<file path="config.mk">
export PLATFORM = sky130hd
export DESIGN_NAME = pam4_prbs_tx_mapper
export DESIGN_NICKNAME = d
export VERILOG_FILES = /design/src/rtl/pam4_prbs_tx_mapper.sv
export SDC_FILE = /design/constraint.sdc
export NUM_CORES = 1
export LEC_CHECK = 0
export BUFFER_PORTS_ARGS = -buffer_cell sky130_fd_sc_hd__clkbuf_2
export CAP_MARGIN = 30
export CELL_PAD_IN_SITES_DETAIL_PLACEMENT = 1
export CELL_PAD_IN_SITES_GLOBAL_PLACEMENT = 1
export CORE_UTILIZATION = 44
export CTS_CLUSTER_SIZE = 16
export DETAILED_ROUTE_END_ITERATION = 10
export PLACE_DENSITY_LB_ADDON = 0.12
export SETUP_SLACK_MARGIN = 0.3
export SLEW_MARGIN = 20
export SYNTH_ARGS = -nofsm -noshare
export SYNTH_HDL_FRONTEND = slang
export SYNTH_SLANG_ARGS = --single-unit
</file>
<file path="constraint.sdc">
create_clock -name clk -period 4.7 [get_ports clk]
set_clock_uncertainty 0.2 [all_clocks]
set_input_delay 0.47 -clock clk [delete_from_list [all_inputs] [get_ports clk]]
set_output_delay 0.47 -clock clk [all_outputs]
set_load 0.005 [all_outputs]
</file>
<file path="src/rtl/pam4_prbs_tx_mapper.sv">
// PRBS-7 driven PAM4 transmit symbol source with a valid/ready output stage.
// Optional macro PAM4_GRAY_CODING_EN selects the Gray level map (natural binary otherwise).
module pam4_prbs_tx_mapper #(
  parameter int SIGNAL_RESOLUTION = 8,
  parameter int SYMBOL_SEPERATION = 56,
  parameter int COUNT_WIDTH       = 16
) (
  input  logic                                clk,
  input  logic                                rstn,
  input  logic                                start,
  input  logic                                stop,
  input  logic [6:0]                          seed,
  input  logic [COUNT_WIDTH-1:0]              num_symbols,
  input  logic                                tx_ready,
  output logic                                tx_valid,
  output logic signed [SIGNAL_RESOLUTION-1:0] tx_symbol,
  output logic [1:0]                          tx_bits,
  output logic                                busy,
  output logic                                done,
  output logic [COUNT_WIDTH-1:0]              sym_count,
  output logic [1:0]                          state_dbg
);

  typedef enum logic [1:0] {IDLE, RUN, DRAIN, DONE} state_t;

  localparam logic signed [SIGNAL_RESOLUTION-1:0] LVL_P1 =
    SIGNAL_RESOLUTION'(SYMBOL_SEPERATION / 2);
  localparam logic signed [SIGNAL_RESOLUTION-1:0] LVL_P3 =
    SIGNAL_RESOLUTION'(3 * SYMBOL_SEPERATION / 2);

  state_t                 state;
  logic [6:0]             lfsr;
  logic [COUNT_WIDTH-1:0] remaining;
  logic                   counted;

  logic       b1;
  logic       b2;
  logic [6:0] lfsr_s1;
  logic [6:0] lfsr_s2;
  logic       load;
  logic       handshake;

  // Two Fibonacci steps of x^7+x^6+1 per symbol; b1 is the earlier bit.
  assign b1      = lfsr[6] ^ lfsr[5];
  assign lfsr_s1 = {lfsr[5:0], b1};
  assign b2      = lfsr_s1[6] ^ lfsr_s1[5];
  assign lfsr_s2 = {lfsr_s1[5:0], b2};

  // Handshake: a symbol transfers on any cycle with tx_valid && tx_ready. While
  // tx_valid is high and tx_ready low the output register holds, and tx_valid
  // only falls after a transfer. A new symbol loads when the register is empty
  // or being emptied in the same cycle.
  assign handshake = tx_valid && tx_ready;
  assign load      = (state == RUN) && (!tx_valid || tx_ready);

  assign busy      = (state == RUN) || (state == DRAIN);
  assign done      = (state == DONE);
  assign state_dbg = state;

  function automatic logic signed [SIGNAL_RESOLUTION-1:0] map_level(input logic [1:0] bits);
    logic [1:0] idx;
`ifdef PAM4_GRAY_CODING_EN
    idx = {bits[1], bits[1] ^ bits[0]};
`else
    idx = bits;
`endif
    case (idx)
      2'b00:   map_level = -LVL_P3;
      2'b01:   map_level = -LVL_P1;
      2'b10:   map_level = LVL_P1;
      default: map_level = LVL_P3;
    endcase
  endfunction

  always_ff @(posedge clk or negedge rstn) begin
    if (!rstn) begin
      state     <= IDLE;
      lfsr      <= 7'h01;
      remaining <= '0;
      counted   <= 1'b0;
      tx_valid  <= 1'b0;
      tx_symbol <= '0;
      tx_bits   <= '0;
      sym_count <= '0;
    end else begin
      if (handshake && (sym_count != '1)) begin
        sym_count <= sym_count + 1'b1;
      end
      case (state)
        IDLE, DONE: begin
          if (start) begin
            state     <= RUN;
            lfsr      <= (seed == 7'h00) ? 7'h01 : seed;
            remaining <= num_symbols;
            counted   <= (num_symbols != '0);
            sym_count <= '0;
          end
        end
        RUN: begin
          if (load) begin
            tx_valid  <= 1'b1;
            tx_bits   <= {b1, b2};
            tx_symbol <= map_level({b1, b2});
            lfsr      <= lfsr_s2;
            if (counted) begin
              remaining <= remaining - 1'b1;
            end
          end
          // A stop coinciding with a load still lets that symbol go out via DRAIN.
          if (stop || (load && counted && (remaining == COUNT_WIDTH'(1)))) begin
            state <= DRAIN;
          end
        end
        DRAIN: begin
          if (!tx_valid || tx_ready) begin
            tx_valid <= 1'b0;
            state    <= DONE;
          end
        end
        default: state <= IDLE;
      endcase
    end
  end

endmodule

</file>
# Word-level counts from Yosys, hierarchy flattened
# Index checks and enable logic that the tools add are counted.
# totals
regBits	53
latch_bits	0
ramBits	0
mem_bits_ro	0
inputBits	28
output_inout_bits	31
elab_cells	65
n_memories	0
# classes
add_sub_neg	2
mul	0
div	0
magnitude_cmp	0
n_eq_ne	12
shift	0
muxes	19
bitwise	2
reduce_logical	22
# op_table
op	n
2-to-1 mux 16 bit	6
case mux 16 bit (2 select lines)	1
case mux 8 bit (3 select lines)	1
2-to-1 mux 7 bit	3
adder 16 x 1 -> 16 bit (second input constant)	1
equality test 16 x 1 -> 1 bit (second input constant)	1
inequality test 16 bit (second input constant)	1
nonzero test 16 bit	1
subtractor 16 x 1 -> 16 bit (second input constant)	1
case mux 7 bit (2 select lines)	1
AND reduction 3 bit	3
logical NOT 7 bit	1
equality test 2 bit (second input constant)	3
2-to-1 mux 2 bit	3
inequality test 2 bit (second input constant)	3
case mux 2 bit (3 select lines)	1
logical AND 1 bit	5
equality test 2 x 1 -> 1 bit (second input constant)	2
logical NOT 2 bit	2
inequality test 2 x 1 -> 1 bit (second input constant)	2
AND reduction 2 bit	2
AND reduction 4 bit	1
nonzero test 2 bit	2
logical OR 1 bit	3
5 further kinds	7

# Longest topological paths before layout
# logic_depth
ltp_word	8
mapped_depth	8
mapped_depth_nobuf	7

# Worst setup path before layout
# No wires, ideal clock.
# synth_path
path_type	register -> register
start	register remaining[8]
end	register state[1] (netlist: state_dbg[1])
setup_ns	0.122
t_arrival_ns	2.011
required_ns	4.378
path_slack_ns	2.367
path_stages_with_launch	7
n_path_buf	1
synth_period_minus_slack_ns	2.333
cell_sequence	dfrtp_1 or3_4 or3_1 buf_2 o41a_1 a21o_1 a32o_1
# synth_via
elab_chain_len	5
# synth_rtl
item	line	rtl
start, declared	33	logic [COUNT_WIDTH-1:0] remaining;
start signal, assigned	94	remaining <= num_symbols;
start signal, assigned	106	remaining <= remaining - 1'b1;
equality test 16 x 1 -> 1 bit	110	if (stop || (load && counted && (remaining == COUNT_WIDTH'(1)))) begin
logical AND 1 bit	110	
logical OR 1 bit	110	
inequality test 2 x 1 -> 1 bit (no source line)	-	
AND reduction 3 bit (no source line)	-	
end signal, assigned	111	state <= DRAIN;
end signal, assigned	117	state <= DONE;
end signal, assigned	120	default: state <= IDLE;
end, declared	31	state_t state;
# Every way passes these cells.
# A chain may end at the register's enable or synchronous reset.

# Worst setup path after layout
# layout_path
start	register state[0] (netlist: state_dbg[0])
end	register remaining[11]
# layout_via
elab_chain_len	4
word_cells_on_any_way	11
cone_classes	eq/ne (5); mux (1); reduce/logical (5)
# layout_rtl
item	line	rtl
start signal, assigned	77	state <= IDLE;
start signal, assigned	92	state <= RUN;
start signal, assigned	111	
equality test 2 bit (tied with other cells)	89	case (state)
OR reduction 2 bit / logical AND 1 bit (equally long branches)	89, 54	
inequality test 2 bit (no source line) / nonzero test 2 bit (equally long branches)	-	
AND reduction 4 bit (no source line)	-	
# Parallel ways exist; a longest one is shown, timed or not.

==> impl_metrics.csv <==
group,metric,value,unit
route,ant_nets,0,
setup_path,critPathRequiredTime,4710,ps
setup_path,cp_slowest_stage_delay,630,ps
clock_network,clockBufferDepth,2,
outcome,run_status,"completed",
sta,max_freq,0.332,GHz
floorplanning,die_x,83.1,um
route,vias,2754,
synthesis,synth_xor_area_share,4.24,%
synthesis,synth_cell_types,50,
floorplanning,core_area,6350,um2
power,leakage,1.48,nW
job,max_cap_violations,0,
synthesis,synthesis.area,2890,um2
sta,relSlewSlack,47.0,%
route,wl,8.42,mm
synthesis,synth_seq_area_share,42.5,%
setup_path,reg2reg_depth,7,
sta,grt_setup_unrepaired,"no",
clock_network,cts_setup_buffers,0,
placement,place_congestion,0.877,
synthesis,synthArstFlopShare,100,%
clock_network,ctsResizeCount,0,
sta,worst_slew_pin_slew,790,ps
global_routing,antenna_found_initial,0,
finish,final_cells,463,
setup_path,ff2ff_setup_slack,1680,ps
route,wl_per_cell,18.2,um
floorplanning,rows,29,
sta,drv_slew,0,
global_routing,grt_pass1_wl,14.0,mm
route,post-route-drc-count,0,
synthesis,synth_cells,336,
finish,layout-drive-gt1-share,18.9,%
setup_path,slowest_stage,"and2_1",
finish,final_nets,419,
power,powerDensity,637,nW/um2
power,ir_worst_vdd,290,uV
power,p_int,1.13,mW
setup_path,worst-path-stages,7,
setup_path,path_cells,"inv_1 -> ha_1 -> and2_1 -> a21oi_1 -> nor2_1 -> a21boi_0 -> a211o_1",
clock_network,cts_buffers,5,
finish,fin_util,52.3,%
clock_network,clock-sinks,49,
global_routing,grt_max_degree,50,
synthesis,ys.flop_type,"dfrtp_1",
clock_network,cts.clk_slew.worst_paths,100,ps
sta,min_period,3020,ps
synthesis,yosys-mux-area-fraction,4.20,%
power,swShare,46.4,%
power,combPwrFrac,49.9,%
synthesis,synth-adder-area-share,2.60,%
global_routing,gr-total-overflow,0,
clock_network,cts_tree,"yes",
placement,place.port_buffers,56,
route,first_pass_iters,4,
setup_path,arrival,3020,ps
sta,finalHoldViolations,0,
setup_path,worst-path-max-fanout,19,
hold_path,worstHoldPathType,"in -> async",
sta,setup_violations,0,
finish,diodes,0,
power,power.switching,0.983,mW
floorplanning,start_util,45.5,%
synthesis,yosysWarningCount,0,
synthesis,synth-edff-count,0,
clock_network,cts_htree_levels,2,
power,p_clk_share,15.0,%
synthesis,synth_area_per_cell,8.60,um2
setup_path,startpoint,"state_dbg[0]",
synthesis,synth_top_family_by_area,"simple AND/OR/NAND/NOR gates",
setup_path,cpLargestDelayFamily,"simple AND/OR/NAND/NOR gates",
floorplanning,io_pins,59,
setup_path,path_class,"reg -> reg",
setup_path,critPathBufInv,1,
global_routing,groute.usage.overall,25.4,%
sta,period_share,64.2,%
clock_network,clk_latency,310,ps
finish,n_fill_cell,805,
setup_path,cp-endpoint,"remaining[11]",
power,seqPwrFrac,35.1,%
synthesis,synth-simple-area-share,23.5,%
clock_network,cts_root_buf,"clkbuf_8",
placement,dp_cells,455,
clock_network,hold_buffers,0,
setup_path,timing.rr.start,"state_dbg[0]",
finish,syn_to_final_growth,14.9,%
sta,finalSetupTns,0,ps
synthesis,synth_compound_area_share,18.1,%
power,finalPower,2.12,mW
placement,hpwl,6.15,mm
setup_path,critPathLaunchType,"flip-flop",
floorplanning,dieArea,6900,um2
floorplanning,die_h,83.1,um
route,vias_per_cell,5.95,
setup_path,r2r_end,"remaining[11]",
global_routing,grt_pass1_vias,2743,
synthesis,synth.ff_latch_count,49,
setup_path,cp-end-kind,"flip-flop",
route,drt_iter0_drc,114,
logic make-up (layout without fill, tap and decap cells):
family	count (synthesis)	count (layout)
flops	49	49
mux	12	12
compound gates	84	84
fa+ha+maj	6	6
other cells	1	2
simple gates	138	138
buf+inv	32	81
xor+xnor	14	14
state kept, by name, indices dropped and copies added (netlist names):
| name | cells |
|---|---|
| counted | 1 |
| lfsr | 7 |
| remaining | 16 |
| state_dbg | 2 |
| sym_count | 16 |
| tx_bits | 2 |
| tx_symbol | 4 |
| tx_valid | 1 |
cells in the mapped netlist (5+ instances only):
library cell | count | area (um2)
dfrtp_1 | 48 | 1200
nand2_1 | 40 | 150
nor2_1 | 32 | 120
a21oi_1 | 25 | 125
o21ai_0 | 24 | 120
nor4_1 | 15 | 93.8
inv_1 | 14 | 52.6
clkbuf_1 | 12 | 45.0
mux2i_1 | 11 | 110
nand3_1 | 11 | 55.1
xnor2_1 | 10 | 87.6
nor3_1 | 8 | 40.0
ha_1 | 6 | 75.1
and3_1 | 5 | 31.3
or3_1 | 5 | 31.3
layout make-up:
cell class,instances,area [um2],share of cell area (%)
multi-input combinational,256,1530,46.1
sequential,49,1230,37.0
timing repair buffer,58,295,8.89
tap,77,96.3,2.90
clock buffer,5,68.8,2.07
inverter,15,56.3,1.70
clock inverter,3,46.3,1.39
stage by stage:
step | cell area, um2 | worst slack (ps) | hold WS (ps)
detailed placement | 3210 | 1700 | 267
CTS | 3320 | 1710 | 86.6
global route | 3320 | 1450 | 120
floorplan | 2890 | 2370 | -25.6
finish | 3320 | 1680 | 58.5
global placement | 3210 | 1820 | 249
power by group through the flow:
| stage | combinational (mW) | sequential, mW | clock [mW] |
|---|---|---|---|
| after global placement | 1.01 | 0.740 | 0 |
| after detailed placement | 1.05 | 0.748 | 0 |
| final | 1.06 | 0.743 | 0.318 |
| after CTS | 1.05 | 0.740 | 0.323 |
| after floorplan | 0.743 | 0.708 | 0 |
| after global routing | 1.18 | 0.766 | 0.338 |
how the worst min path moves through the flow:
stage | cells past startpoint | slack (ps) | endpoint
after floorplan | 0 | -30 | counted
after global routing | 2 | 120 | sym_count[11]
after global placement | 1 | 250 | tx_symbol[2]
after CTS | 2 | 90 | sym_count[4]
final | 2 | 60 | sym_count[5]
after detailed placement | 1 | 270 | tx_symbol[2]
layout by cell type, fill, tap and decap left out, types with 2 or more instances in the layout:
master and n:
clkbuf_2 56, dfrtp_1 48, nand2_1 40, nor2_1 32
a21oi_1 25, o21ai_0 23, nor4_1 15, inv_1 14
nand3_1 11, mux2i_1 11, xnor2_1 10, nor3_1 8
ha_1 6, and3_1 5, or3_1 5, clkbuf_8 5
and4_1 4, nand4_1 4, xor2_1 4, o22ai_1 4
nor2b_1 4, o211ai_1 3, o31ai_1 3, nand2b_1 3
a21o_1 3, o221ai_1 3, or2_2 2, or4_1 2
o2111ai_1 2, a211oi_1 2, a31oi_1 2, o21a_1 2
a21boi_0 2, conb_1 2, buf_4 2
routing by layer:
metal	share of wire [%]	vias up	GRT usage, %
li1	-	1309	-
met1	48	1371	34.7
met2	48	61	41.9
met3	2.9	13	4.08
met4	1.6	0	7.05
met5	0	-	0
No activity file was read; power rests on OpenSTA's default activity.
